`src/rtl/alu_cmd_sequencer_if.sv`:
```
// Bundle of the command, ALU-drive and result handshake signals around alu_cmd_sequencer.
// The slave modport is the sequencer's view; master is the surrounding system's view.
interface alu_cmd_sequencer_if #(
    parameter int unsigned WIDTH = 8
);
    logic             cmd_valid;
    logic             cmd_ready;
    logic [WIDTH-1:0] cmd_a;
    logic [WIDTH-1:0] cmd_b;
    logic [3:0]       cmd_sel;

    logic [WIDTH-1:0] alu_a;
    logic [WIDTH-1:0] alu_b;
    logic [3:0]       alu_sel;
    logic [WIDTH-1:0] alu_out;
    logic             alu_carry;

    logic             res_valid;
    logic             res_ready;
    logic [WIDTH-1:0] res_data;
    logic             res_carry;
    logic [3:0]       res_sel;
    logic [15:0]      res_count;

    modport slave (
        input  cmd_valid, cmd_a, cmd_b, cmd_sel, alu_out, alu_carry, res_ready,
        output cmd_ready, alu_a, alu_b, alu_sel, res_valid, res_data, res_carry, res_sel,
               res_count
    );

    modport master (
        output cmd_valid, cmd_a, cmd_b, cmd_sel, alu_out, alu_carry, res_ready,
        input  cmd_ready, alu_a, alu_b, alu_sel, res_valid, res_data, res_carry, res_sel,
               res_count
    );
endinterface

```
`src/rtl/alu_cmd_sequencer.sv`:
```
// Flow-controlled front-end for a combinational ALU: command FIFO, registered ALU drive,
// one-cycle result capture and a valid/ready result port.
module alu_cmd_sequencer #(
    parameter int unsigned WIDTH = 8,
    parameter int unsigned DEPTH = 4
) (
    input  logic              clk,
    input  logic              reset,
    alu_cmd_sequencer_if.slave bus
);
    localparam int unsigned   PtrW    = (DEPTH > 1) ? $clog2(DEPTH) : 1;
    localparam logic [PtrW:0] FullCnt = (PtrW + 1)'(DEPTH);

    typedef enum logic [1:0] {StIdle, StDrive, StResult} state_e;

    state_e state_q, state_d;

    logic [WIDTH-1:0] mem_a   [DEPTH];
    logic [WIDTH-1:0] mem_b   [DEPTH];
    logic [3:0]       mem_sel [DEPTH];

    logic [PtrW-1:0] wr_ptr_q, wr_ptr_d;
    logic [PtrW-1:0] rd_ptr_q, rd_ptr_d;
    logic [PtrW:0]   count_q, count_d;

    logic [WIDTH-1:0] alu_a_q, alu_a_d;
    logic [WIDTH-1:0] alu_b_q, alu_b_d;
    logic [3:0]       alu_sel_q, alu_sel_d;
    logic [WIDTH-1:0] res_data_q, res_data_d;
    logic             res_carry_q, res_carry_d;
    logic [3:0]       res_sel_q, res_sel_d;
    logic             res_valid_q, res_valid_d;
    logic [15:0]      res_count_q, res_count_d;

    logic full, empty, push, pop;

    assign full  = (count_q == FullCnt);
    assign empty = (count_q == '0);
    // No bypass: a full FIFO refuses even when a pop happens in the same cycle.
    assign bus.cmd_ready = !full && !reset;
    assign push  = bus.cmd_valid && bus.cmd_ready;

    always_comb begin
        state_d     = state_q;
        pop         = 1'b0;
        wr_ptr_d    = wr_ptr_q;
        rd_ptr_d    = rd_ptr_q;
        count_d     = count_q;
        alu_a_d     = alu_a_q;
        alu_b_d     = alu_b_q;
        alu_sel_d   = alu_sel_q;
        res_data_d  = res_data_q;
        res_carry_d = res_carry_q;
        res_sel_d   = res_sel_q;
        res_valid_d = res_valid_q;
        res_count_d = res_count_q;

        unique case (state_q)
            StIdle: begin
                if (!empty) begin
                    pop     = 1'b1;
                    state_d = StDrive;
                end
            end
            StDrive: begin
                res_data_d  = bus.alu_out;
                res_carry_d = bus.alu_carry;
                res_sel_d   = alu_sel_q;
                res_valid_d = 1'b1;
                state_d     = StResult;
            end
            StResult: begin
                if (bus.res_ready) begin
                    res_count_d = res_count_q + 16'd1;
                    res_valid_d = 1'b0;
                    if (!empty) begin
                        pop     = 1'b1;
                        state_d = StDrive;
                    end else begin
                        state_d = StIdle;
                    end
                end
            end
            default: state_d = StIdle;
        endcase

        if (pop) begin
            alu_a_d   = mem_a[rd_ptr_q];
            alu_b_d   = mem_b[rd_ptr_q];
            alu_sel_d = mem_sel[rd_ptr_q];
            rd_ptr_d  = rd_ptr_q + 1'b1;
        end
        if (push) begin
            wr_ptr_d = wr_ptr_q + 1'b1;
        end
        if (push && !pop) begin
            count_d = count_q + 1'b1;
        end else if (pop && !push) begin
            count_d = count_q - 1'b1;
        end
    end

    // Storage needs no reset: an empty FIFO never reads it.
    always_ff @(posedge clk) begin
        if (push) begin
            mem_a[wr_ptr_q]   <= bus.cmd_a;
            mem_b[wr_ptr_q]   <= bus.cmd_b;
            mem_sel[wr_ptr_q] <= bus.cmd_sel;
        end
    end

    always_ff @(posedge clk or posedge reset) begin
        if (reset) begin
            state_q     <= StIdle;
            wr_ptr_q    <= '0;
            rd_ptr_q    <= '0;
            count_q     <= '0;
            alu_a_q     <= '0;
            alu_b_q     <= '0;
            alu_sel_q   <= '0;
            res_data_q  <= '0;
            res_carry_q <= 1'b0;
            res_sel_q   <= '0;
            res_valid_q <= 1'b0;
            res_count_q <= '0;
        end else begin
            state_q     <= state_d;
            wr_ptr_q    <= wr_ptr_d;
            rd_ptr_q    <= rd_ptr_d;
            count_q     <= count_d;
            alu_a_q     <= alu_a_d;
            alu_b_q     <= alu_b_d;
            alu_sel_q   <= alu_sel_d;
            res_data_q  <= res_data_d;
            res_carry_q <= res_carry_d;
            res_sel_q   <= res_sel_d;
            res_valid_q <= res_valid_d;
            res_count_q <= res_count_d;
        end
    end

    assign bus.alu_a     = alu_a_q;
    assign bus.alu_b     = alu_b_q;
    assign bus.alu_sel   = alu_sel_q;
    assign bus.res_data  = res_data_q;
    assign bus.res_carry = res_carry_q;
    assign bus.res_sel   = res_sel_q;
    assign bus.res_valid = res_valid_q;
    assign bus.res_count = res_count_q;
endmodule

```
`src/flat_wrapper.sv`:
```
// flat-port wrapper written by rule: the top's interface ports become plain ports
module alu_cmd_sequencer_flat 
#(
    parameter int unsigned WIDTH = 8,
    parameter int unsigned DEPTH = 4
)
  (clk, reset, bus_cmd_valid, bus_cmd_a, bus_cmd_b, bus_cmd_sel, bus_alu_out, bus_alu_carry, bus_res_ready, bus_cmd_ready, bus_alu_a, bus_alu_b, bus_alu_sel, bus_res_valid, bus_res_data, bus_res_carry, bus_res_sel, bus_res_count);
  alu_cmd_sequencer_if #(.WIDTH(WIDTH)) bus_i ();
  input  logic clk;
  input  logic reset;
  input wire logic [$bits(bus_i.cmd_valid)-1:0] bus_cmd_valid;
  input wire logic [$bits(bus_i.cmd_a)-1:0] bus_cmd_a;
  input wire logic [$bits(bus_i.cmd_b)-1:0] bus_cmd_b;
  input wire logic [$bits(bus_i.cmd_sel)-1:0] bus_cmd_sel;
  input wire logic [$bits(bus_i.alu_out)-1:0] bus_alu_out;
  input wire logic [$bits(bus_i.alu_carry)-1:0] bus_alu_carry;
  input wire logic [$bits(bus_i.res_ready)-1:0] bus_res_ready;
  output wire logic [$bits(bus_i.cmd_ready)-1:0] bus_cmd_ready;
  output wire logic [$bits(bus_i.alu_a)-1:0] bus_alu_a;
  output wire logic [$bits(bus_i.alu_b)-1:0] bus_alu_b;
  output wire logic [$bits(bus_i.alu_sel)-1:0] bus_alu_sel;
  output wire logic [$bits(bus_i.res_valid)-1:0] bus_res_valid;
  output wire logic [$bits(bus_i.res_data)-1:0] bus_res_data;
  output wire logic [$bits(bus_i.res_carry)-1:0] bus_res_carry;
  output wire logic [$bits(bus_i.res_sel)-1:0] bus_res_sel;
  output wire logic [$bits(bus_i.res_count)-1:0] bus_res_count;
  assign bus_i.cmd_valid = bus_cmd_valid;
  assign bus_i.cmd_a = bus_cmd_a;
  assign bus_i.cmd_b = bus_cmd_b;
  assign bus_i.cmd_sel = bus_cmd_sel;
  assign bus_i.alu_out = bus_alu_out;
  assign bus_i.alu_carry = bus_alu_carry;
  assign bus_i.res_ready = bus_res_ready;
  assign bus_cmd_ready = bus_i.cmd_ready;
  assign bus_alu_a = bus_i.alu_a;
  assign bus_alu_b = bus_i.alu_b;
  assign bus_alu_sel = bus_i.alu_sel;
  assign bus_res_valid = bus_i.res_valid;
  assign bus_res_data = bus_i.res_data;
  assign bus_res_carry = bus_i.res_carry;
  assign bus_res_sel = bus_i.res_sel;
  assign bus_res_count = bus_i.res_count;
  alu_cmd_sequencer #(.WIDTH(WIDTH), .DEPTH(DEPTH)) u_core (.clk(clk), .reset(reset), .bus(bus_i));
endmodule
```
`config.mk`:
```
export PLATFORM = sky130hd
export DESIGN_NAME = alu_cmd_sequencer_flat
export DESIGN_NICKNAME = d
export VERILOG_FILES = /design/src/rtl/alu_cmd_sequencer_if.sv /design/src/rtl/alu_cmd_sequencer.sv /design/src/flat_wrapper.sv
export SDC_FILE = /design/constraint.sdc
export NUM_CORES = 1
export LEC_CHECK = 0
export BUFFER_PORTS_ARGS = -buffer_cell sky130_fd_sc_hd__buf_2
export CORE_MARGIN = 5
export CORE_UTILIZATION = 25
export CTS_CLUSTER_DIAMETER = 150
export CTS_CLUSTER_SIZE = 8
export DETAILED_ROUTE_END_ITERATION = 8
export PLACE_DENSITY_LB_ADDON = 0.15
export SLEW_MARGIN = 20
export SYNTH_ARGS = -nofsm -noshare
export SYNTH_HDL_FRONTEND = slang
export SYNTH_SLANG_ARGS = --single-unit
```
`constraint.sdc`:
```
create_clock -name clk -period 2 [get_ports clk]
set_input_delay 0.1 -clock clk [delete_from_list [all_inputs] [get_ports clk]]
set_output_delay 0.1 -clock clk [all_outputs]
set_load 0.02 [all_outputs]
```
==> out/qor.yml, run 1 <==
detailed_routing:
  via_per_inst: 4.015
  dr.pass1.iters: 4
  vias: 2859
  detail_route.wl_per_cell_um: 15.68
  drtIter0Drc: 72
  drt_wl_total_um: 11160
  drc: 0
  antenna_left: 0
die:
  placementRows: 54
  chipWidth_um: 157.4
  core_area_um2: 21620
  dieHeight_um: 157.4
  initial_core_util_pct: 25.12
  die_area_um2: 24770
  ios: 84
synthesis:
  ys_warn_count: 0
  synthArstFlopShare_pct: 42.45
  synthCells: 279
  synth_flop_cell: "edfxtp_1"
  synth_common_cells: "80 x edfxtp_1, 59 x dfrtp_1, 18 x mux2_4, 18 x mux4_2, 17 x mux2_2"
  synth_top_area_share_pct: 44.23
  synthTopCellsByArea: "edfxtp_1 44%, dfrtp_1 27%, mux4_2 7.5%"
  yosysMostFrequentCell: "edfxtp_1"
  synth-seq-area-share_pct: 71.41
  synth-seq-cells: 139
  yosysTopAreaCell: "edfxtp_1"
  synth_area_um2: 5431
  ys_types: 31
  synth_edf_count: 80
  avgSynthCellArea_um2: 19.47
  synth_fp_nets: 319
global_route:
  grt_busiest_layer: "met2"
  antenna_found_initial: 0
  grtUsageTotal_pct: 9.536
  grt.overflow.total: 0
  grt_pass1_vias: 3171
  met3_usage_pct: 3.162
  grt_pass1_wl_um: 17750
  met1_usage_pct: 11.48
  grt_max_degree: 35
  grtUsageMet2_pct: 16.24
setup_path:
  worstReg2RegEnd: "u_core.count_q[1]"
  worstPathRequired_ps: 2290
  crit_arrival_ps: 2140
  slowest_stage: "dfrtp_2"
  cp_cell_sequence: "nor2_1 > a21oi_2 > and2_4 > ha_4 > inv_2 > fa_1 > mux2_2"
  startpoint: "u_core.count_q[1]"
  cp_top_family: "adder cells"
  cp-end-kind: "flop"
  cp-start-kind: "flop"
  reg2reg_depth: 7
  max_stage_delay_ps: 440
  crit_end: "u_core.count_q[1]"
  path_depth: 7
  criticalPathCategory: "flop to flop"
  rrSetupSlack_ps: 140
  timing.rr.start: "u_core.count_q[1]"
  worst-path-max-fanout: 4
  crit_buf_inv: 1
min_path:
  hold_path_startpoint: "bus_res_ready"
  hp-class: "primary input to flop"
clock_network:
  cts_tree: "yes"
  clock_latency_ps: 410
  cts-root-buf: "clkbuf_16"
  path_clk_slew_ps: 60
  cts_setup_buffers: 0
  clock-sinks: 139
  htreeDepth: 4
  cts_buffers: 17
  clk_path_buf_depth: 2
layout:
  drive_above_1_share_pct: 45.83
  final_cell_area_um2: 7192
  fill_cells: 2109
  area_growth_syn_to_layout_pct: 32.41
  antennaDiodeCount: 0
  post-route-util_pct: 33.26
  final_nets: 459
place:
  placed_area_um2: 6355
  hpwl_um: 7180
  routabilityCongestion: 0.6904
  portBuffers: 83
sta:
  setup_viol: 0
  relSlewSlack_pct: 44.71
  finalCriticalPeriod_ps: 1856
  fin_hold_ws_ps: 71.89
  skew_ps: 12.13
  fin_crit_sh_pct: 92.79
  hold_violations: 0
  slew_viol_final: 0
  grt_setup_unrepaired: "false"
  fmax_ghz: 0.5389
  worstMarginPinSlew_ps: 828.1
  setup-tns-final_ps: 0
power_and_ir_drop:
  ir_drop_uv: 486.5
  powerDensity_nw_per_um2: 1466
  leakage_nw: 2.880
  power_frac_clock_pct: 26.5
  p_int_w: 0.007191
  p_seq_share_pct: 39.6
  switching_share_pct: 31.80
  pwr-share-comb_pct: 33.9
  finalPower_w: 0.01054
  switchingPower_w: 0.003352
job:
  drv_cap: 0
outcome:
  status: "finished clean"
registers in the layout, indices dropped and copies added, names as in the netlist:
register,count
u_core.bus.res_count,16
u_core.bus.res_valid,1
u_core.wr_ptr_q,2
u_core.bus.res_sel,4
u_core.state_q,2
u_core.bus.alu_b,8
u_core.bus.res_carry,1
u_core.mem_b,32
u_core.rd_ptr_q,2
u_core.bus.alu_a,8
u_core.count_q,3
u_core.bus.alu_sel,4
u_core.bus.res_data,8
u_core.mem_sel,16
u_core.mem_a,32
cell families (layout without fill, tap and decap cells):
kind of cell               Yosys count  count (layout)  share of synthesized area, %
DFF                                139             139                         71.41
muxes                               55              55                         16.93
and+or+nand+nor                     43              43                         4.884
xor gates and xnor gates            21              21                         3.386
buffers and inverters               13             166                         1.543
adders and majority gates            7               7                         1.751
AOI/OAI and AO/OA                    1               1                       0.09206
layout by cell type, fill, tap and decap left out, types with 2 or more instances in the layout:
master          n
inv_6           4
xor2_1          8
nand4_1         3
dlygate4sd3_1  30
xnor2_1        13
clkinv_2        2
buf_2          83
edfxtp_1       80
mux4_1          2
mux2_2         17
dfrtp_2         3
clkbuf_1        2
buf_4          10
inv_1           2
or2_2           2
dfrtp_1        56
clkinvlp_4      6
and4_1          3
nor2_1          6
mux4_2         18
buf_12          6
nand2_1        10
and3_1          5
nand3_1         4
ha_1            5
mux2_4         18
clkbuf_16      17
nor3_2          3
inv_2           2
routing by layer:
| metal | up-vias | share of wire, % |
|---|---|---|
| li1 | 1337 | - |
| met4 | 0 | 0.99 |
| met5 | - | 0 |
| met2 | 67 | 51 |
| met1 | 1449 | 43 |
| met3 | 6 | 5.3 |
power groups by stage:
stage / registers, W / clock network [W] / logic, W
global route: 0.00427 / 0.00304 / 0.00390
finish: 0.00417 / 0.00279 / 0.00357
detailed placement: 0.00423 / 0 / 0.00364
global placement: 0.00422 / 0 / 0.00360
CTS: 0.00418 / 0.00290 / 0.00369
floorplan: 0.00462 / 0 / 0.00214
worst register-to-register path, cell delays in order (launching register included):
cell     delay (ps)
dfrtp_2         440
nor2_1          170
a21oi_2          90
and2_4          180
ha_4            160
inv_2            50
fa_1            390
mux2_2          270
area by class of cell:
class / instances / area (um^2) / share of cell area, %
well taps: 280 / 350.3 / 4.871
inverters: 5 / 21.27 / 0.2958
clock inverters: 13 / 93.84 / 1.305
flip-flops and latches: 139 / 3882 / 53.98
repair buffers: 129 / 910.9 / 12.67
multi-input cells: 127 / 1500 / 20.86
clock buffers: 19 / 432.9 / 6.019
timing repair:
action / in CTS / in global routing
hold buffers: 30 / 0
hold endpoints to repair: 120 / 0
gates resized for setup: 0 / 4
setup endpoints to repair: 0 / 2
metrics by stage:
step	worst slack [ps]	std cells
CTS	27.71	712
floorplan	-81.83	279
global route	51.87	712
detailed placement	42.88	650
global placement	103.1	650
finish	144.3	712
worst min-delay path by stage:
stage | end | cells past startpoint | slack [ps]
after floorplan | u_core.mem_a[0][0] | 0 | 200
after CTS | u_core.bus.res_count[0] | 3 | 50
after global routing | u_core.bus.res_count[0] | 3 | 80
after global placement | u_core.mem_b[2][4] | 1 | 310
final | u_core.bus.res_count[0] | 3 | 70
after detailed placement | u_core.mem_b[0][2] | 1 | 320
Power figures use the tool's default switching activity.
==> run 2: changes to the inputs <==
--- a/config.mk
+++ b/config.mk
@@ -11,7 +11,7 @@
 export CTS_CLUSTER_DIAMETER = 150
 export CTS_CLUSTER_SIZE = 8
 export DETAILED_ROUTE_END_ITERATION = 8
-export PLACE_DENSITY_LB_ADDON = 0.15
+export PLACE_DENSITY_LB_ADDON = 0.2
 export SLEW_MARGIN = 20
 export SYNTH_ARGS = -nofsm -noshare
 export SYNTH_HDL_FRONTEND = slang
==> constraint.sdc (replaced) <==
create_clock -name clk -period 2 [get_ports clk]
set_input_delay 0 -clock clk [delete_from_list [all_inputs] [get_ports clk]]
set_output_delay 0 -clock clk [all_outputs]
set_load 0.02 [all_outputs]
==> run 2 against run 1 <==
Power is 5.3% higher. Sequential power hardly changed. Non-clock buffer count is 2 lower. Die area stayed put. Register-to-register slack worse by 50 ps. Critical path depth is 2 higher. Cell count is 0.14% lower. Final area is 1.4% higher. Routed wire length is 2.4% higher. Combinational power is 1% higher. Core utilization is 0.46 points higher. Clock skew is 7.2 ps lower. Critical path type unchanged. Critical endpoint is now u_core.count_q[2]. Largest cell class unchanged. Highest routed layer unchanged.
==> out/qor.yml, run 2 (same netlist as run 1, synthesis figures left out) <==
clock_network:
  clock_latency_ps: 410  # about the same
  cts_buffers: 17  # unchanged
  cts-root-buf: "clkbuf_16"
  clock-sinks: 139  # unchanged
  htreeDepth: 4  # unchanged
  cts_tree: "yes"
  clk_path_buf_depth: 2  # unchanged
  cts_setup_buffers: 0  # unchanged
  path_clk_slew_ps: 60  # about the same
layout:
  final_cell_count_no_fill: 711  # -0.14%
  post-route-util_pct: 33.72  # +0.46 points
  largest_registers: "u_core.mem_a (32), u_core.mem_b (32)"
  area_growth_syn_to_layout_pct: 34.23
  drive_above_1_share_pct: 45.58  # -0.25 points
  layout_commonest_cell: "buf_2"
  layout_common_cells: "83 x buf_2, 80 x edfxtp_1, 56 x dfrtp_1, 31 x dlygate4sd3_1"
  fill_cells: 2094  # -0.71%
  final_nets: 457  # -0.44%
global_route:
  grt_pass1_vias: 3132  # -1.2%
  grt_pass1_wl_um: 18260  # +2.8%
  antenna_found_initial: 1  # +1
  grt_max_degree: 42  # +20%
  grtUsageTotal_pct: 9.896  # +0.36 points
  grt.overflow.total: 0  # unchanged
die:
  die_area_um2: 24770  # unchanged
  initial_core_util_pct: 25.12  # unchanged
  dieHeight_um: 157.4  # unchanged
  chipWidth_um: 157.4  # unchanged
  core_area_um2: 21620  # unchanged
  placementRows: 54  # unchanged
  ios: 84  # unchanged
power_and_ir_drop:
  power_frac_clock_pct: 29.9  # +3.4 points
  ir_drop_uv: 637.5  # +31%
  leakage_nw: 2.937  # +2.0%
  finalPower_w: 0.01111  # +5.3%
  switchingPower_w: 0.003387  # +1.0%
  pwr-share-comb_pct: 32.5  # -1.4 points
  p_int_w: 0.007720  # +7.4%
  powerDensity_nw_per_um2: 1523  # +3.9%
  p_seq_share_pct: 37.6  # -2.0 points
  switching_share_pct: 30.49  # -1.3 points
place:
  numPlacedInstances: 647  # -0.46%
  hpwl_um: 7208  # +0.40%
  routabilityCongestion: 0.7126  # +3.2%
  portBuffers: 83  # unchanged
sta:
  relSlewSlack_pct: 65.39  # +21 points
  fmax_ghz: 0.5247  # -2.6%
  setup-tns-final_ps: 0  # unchanged
  fin_crit_sh_pct: 95.29  # +2.5 points
  fin_hold_ws_ps: 93.75  # +21.86 ps
  setup_viol: 0  # unchanged
  finalCriticalPeriod_ps: 1906  # +49.97 ps
  hold_violations: 0  # unchanged
  slew_viol_final: 0  # unchanged
  skew_ps: 4.969  # -7.157 ps
  worstMarginPinSlew_ps: 518.4  # -309.8 ps
setup_path:
  criticalPathCategory: "flop to flop"
  crit_arrival_ps: 2240  # +100 ps
  worstPathRequired_ps: 2330  # +40 ps
  worst-path-max-fanout: 3  # -1
  cp-start-kind: "flop"
  crit_top_cell: "xor2_1"
  cp-end-kind: "flop"
  slowest_stage: "dfrtp_1"
  cp_cell_sequence: "nor3_2 > nor3_4 > inv_4 > ha_4 > inv_2 > fa_1 > xor2_1 > nor2_1 > xor2_1"
  max_stage_delay_ps: 430  # about the same
  rrSetupSlack_ps: 90  # -50 ps
  cp_top_family: "adder cells"
  crit_buf_inv: 2  # +1
min_path:
  hp-class: "primary input to flop"
detailed_routing:
  drt_wl_total_um: 11430  # +2.4%
  antenna_left: 0  # unchanged
  detail_route.wl_per_cell_um: 16.08  # +2.5%
  drc: 0  # unchanged
  vias: 2848  # -0.38%
  dr.pass1.iters: 4  # unchanged
  via_per_inst: 4.006  # -0.24%
  drtIter0Drc: 98  # +36%
job:
  drv_cap: 0  # unchanged
outcome:
  status: "finished clean"
[run 2: cell count changes in the layout (fill, tap and decap cells not counted)]
| cell | delta |
|---|---|
| buf_4 | -4 |
| diode_2 | +1 |
| dlygate4sd3_1 | +1 |
| bufinv_16 | +4 |
| clkinv_1 | -1 |
| clkinvlp_4 | -5 |
| buf_12 | +1 |
| clkinv_4 | +2 |
[run 2: area by class of cell]
cell class	count	area, um^2	share of cell area, %
Clock inverter	13	190.2	2.609
Antenna cell	1	2.502	0.03432
Multi-Input combinational cell	127	1500	20.58
Tap cell	280	350.3	4.805
Clock buffer	19	432.9	5.938
Timing Repair Buffer	127	910.9	12.49
Inverter	5	21.27	0.2917
Sequential cell	139	3882	53.25
[run 2: power groups by stage]
stage,Sequential [W],Clock [W],Combinational (W)
global route,0.00428,0.00356,0.00393
floorplan,0.00462,0,0.00214
detailed placement,0.00424,0,0.00366
finish,0.00418,0.00332,0.00361
CTS,0.00419,0.00343,0.00371
global placement,0.00422,0,0.00360
[run 2: path summary, 6_finish.rpt]
path | endpoint | cells after the start | from
setup reg to reg | u_core.count_q[2] | 9 | u_core.count_q[2]
hold / removal | u_core.wr_ptr_q[0] | 4 | bus_cmd_valid
max in group asynchronous | u_core.bus.res_sel[2] | 4 | reset
hold reg to reg | u_core.bus.res_count[15] | 1 | u_core.bus.res_count[15]
setup / recovery | u_core.count_q[2] | 9 | u_core.count_q[2]
min in group asynchronous | u_core.wr_ptr_q[0] | 3 | reset
[run 2: through the flow]
stage               worst slack, ps  cell area (um^2)
floorplan                    -81.83              5458
global placement              111.0              6345
detailed placement            30.66              6345
CTS                           15.20              7278
global route                 -44.30              7291
finish                        94.29              7291
[run 2: tightest hold or removal path, stage by stage]
cell     delay [ps]
buf_2           120
and2_4          170
buf_4           120
xnor2_1          60
[run 2: timing repair]
action	4_1_cts	5_1_grt
endpoints found under the setup margin	0	2
hold buffers	31	0
hold endpoints to repair	109	0
resized for setup	0	4
[run 2: layer usage]
layer / global-route usage (%) / wire length (um) / vias up / part of all wire (%)
met1: 12.48 / 5125 / 1432 / 45
met5: 0 / 0 / - / 0
met4: 2.704 / 106 / 0 / 0.93
li1: - / - / 1337 / -
met2: 16.08 / 5524 / 73 / 48
met3: 3.684 / 674 / 6 / 5.9
==> run 3: changes to the inputs <==
--- a/config.mk
+++ b/config.mk
@@ -8,6 +8,7 @@
 export BUFFER_PORTS_ARGS = -buffer_cell sky130_fd_sc_hd__buf_2
 export CORE_MARGIN = 5
 export CORE_UTILIZATION = 25
+export CTS_BUF_LIST = sky130_fd_sc_hd__clkbuf_16
 export CTS_CLUSTER_DIAMETER = 150
 export CTS_CLUSTER_SIZE = 8
 export DETAILED_ROUTE_END_ITERATION = 8
==> run 3 against run 2 <==
First-iteration DRC count stayed put. Sequential cell count stayed put. Non-clock buffer count stayed put. Setup slack hardly changed. Largest cell class unchanged. Sequential power hardly changed. Power hardly changed. Core utilization stayed put. Register-to-register slack hardly changed. Combinational power hardly changed. Critical endpoint unchanged.
==> out/qor.yml, run 3 (same netlist as run 1, synthesis figures left out) <==
outcome:
  status: "finished clean"
setup_path:
  cp-end-kind: "flop"
  slowest_stage: "dfrtp_1"
  cp_cell_sequence: "nor3_2 > nor3_4 > inv_4 > ha_4 > inv_2 > fa_1 > xor2_1 > nor2_1 > xor2_1"
  crit_arrival_ps: 2240  # about the same
  reg2reg_depth: 9  # unchanged
  criticalPathCategory: "flop to flop"
  crit_top_cell: "xor2_1"
  cp_top_family: "adder cells"
  path_depth: 9  # unchanged
  worst-path-max-fanout: 3  # unchanged
  max_stage_delay_ps: 430  # about the same
  crit_buf_inv: 2  # unchanged
  worstPathRequired_ps: 2330  # about the same
  cp-start-kind: "flop"
die:
  die_area_um2: 24770  # unchanged
  initial_core_util_pct: 25.12  # unchanged
  chipWidth_um: 157.4  # unchanged
  core_area_um2: 21620  # unchanged
  dieHeight_um: 157.4  # unchanged
  ios: 84  # unchanged
  placementRows: 54  # unchanged
min_path:
  min_path_cells: 4  # unchanged
  hp-class: "primary input to flop"
clock_network:
  clock_latency_ps: 410  # about the same
  cts_tree: "yes"
  htreeDepth: 4  # unchanged
  clk_path_buf_depth: 2  # unchanged
  clock-sinks: 139  # unchanged
  cts_buffers: 17  # unchanged
  path_clk_slew_ps: 60  # about the same
  cts-root-buf: "clkbuf_16"
job:
  drv_cap: 0  # unchanged
place:
  routabilityCongestion: 0.7126  # unchanged
  hpwl_um: 7208  # unchanged
  portBuffers: 83  # unchanged
  placed_area_um2: 6345  # unchanged
global_route:
  grt_pass1_wl_um: 18260  # unchanged
  grtUsageTotal_pct: 9.896  # unchanged
  met1_usage_pct: 12.48  # unchanged
  grt.overflow.total: 0  # unchanged
  met3_usage_pct: 3.684  # unchanged
  grt_busiest_layer: "met2"
  antenna_found_initial: 1  # unchanged
  grt_pass1_vias: 3132  # unchanged
  grtUsageMet2_pct: 16.08  # unchanged
  grt_max_degree: 42  # unchanged
sta:
  skew_ps: 5.206  # +0.2370 ps
  relSlewSlack_pct: 65.39  # about the same
  setup_viol: 0  # unchanged
  setup-tns-final_ps: 0  # unchanged
  fin_hold_ws_ps: 95.12  # +1.375 ps
  fmax_ghz: 0.5247  # about the same
  slew_viol_final: 0  # unchanged
  worstMarginPinSlew_ps: 518.5  # +0.08303 ps
  fin_crit_sh_pct: 95.29  # about the same
  hold_violations: 0  # unchanged
  finalCriticalPeriod_ps: 1906  # -0.003400 ps
detailed_routing:
  detail_route.wl_per_cell_um: 16.07  # about the same
  dr.pass1.iters: 4  # unchanged
  antenna_left: 0  # unchanged
  drtIter0Drc: 98  # unchanged
  via_per_inst: 4.004  # about the same
  vias: 2847  # -0.035%
  drt_wl_total_um: 11430  # about the same
  drc: 0  # unchanged
layout:
  largest_registers: "u_core.mem_a (32), u_core.mem_b (32)"
  layout_commonest_cell: "buf_2"
  final_nets: 457  # unchanged
  final_cell_area_um2: 7291  # unchanged
  area_growth_syn_to_layout_pct: 34.23  # unchanged
  drive_above_1_share_pct: 45.58  # unchanged
  layout_common_cells: "83 x buf_2, 80 x edfxtp_1, 56 x dfrtp_1, 31 x dlygate4sd3_1"
power_and_ir_drop:
  ir_drop_uv: 637.7  # about the same
  leakage_nw: 2.945  # +0.28%
  powerDensity_nw_per_um2: 1522  # about the same
==> run 3: cell types whose count changed in the layout (fill, tap and decap cells not counted), sizes merged <==
cell    delta
clkbuf     -2
inv        +2
==> run 3: worst paths after layout <==
| path | startpoint | to | slack, ps |
|---|---|---|---|
| min in group asynchronous | reset | u_core.bus.alu_b[3] | 210 |
| max in group asynchronous | reset | u_core.bus.res_sel[2] | 1200 |
| worst max-delay path | u_core.count_q[2] | u_core.count_q[2] | 90 |
| worst max register to register | u_core.count_q[2] | u_core.count_q[2] | 90 |
| worst min register to register | u_core.bus.res_count[15] | u_core.bus.res_count[15] | 470 |
| worst min-delay path | bus_cmd_valid | u_core.wr_ptr_q[0] | 100 |
==> run 3: per-layer routing <==
| layer | vias up | routed length [um] |
|---|---|---|
| met5 | - | 0 |
| met4 | 0 | 106 |
| met3 | 6 | 670 |
| met2 | 73 | 5523 |
| met1 | 1432 | 5125 |
| li1 | 1336 | - |
==> run 3: power by group <==
part,internal (W),switching (W),leakage [nW]
clock network,0.00209,0.00122,0.311
registers,0.00375,0.000433,1.44
logic,0.00187,0.00174,1.19
==> run 3: final cells by class <==
type	count	area [um^2]
Inverter	5	21.27
Clock inverter	15	197.7
Sequential cell	139	3882
Antenna cell	1	2.502
Clock buffer	17	425.4
Tap cell	280	350.3
Timing Repair Buffer	127	910.9
Multi-Input combinational cell	127	1500
Fill cell	2094	14330
==> run 3: worst min-delay path: cells and delay by family <==
kind	cells	cell delay, ps
and+or+nand+nor	1	170
xor gates and xnor gates	1	60
buffers and inverters	2	240
==> run 3: metrics by stage <==
step / power, W / utilization (%) / setup slack [ps] / cells
after floorplan: 0.006752 / - / -81.83 / 279
after global placement: 0.007812 / 29.35 / 111.0 / 647
after detailed placement: 0.007899 / 29.35 / 30.66 / 647
after CTS: 0.01132 / 33.66 / 15.20 / 710
after global routing: 0.01177 / 33.72 / -44.30 / 711
final: 0.01110 / 33.72 / 94.30 / 711
==> run 3: what timing repair did <==
action                                 in CTS  in global routing
hold buffers                               31                  0
endpoints found under the hold margin     109                  0
gates resized for setup                     0                  4
setup endpoints to repair                   0                  2
buffers inserted                            0                  0
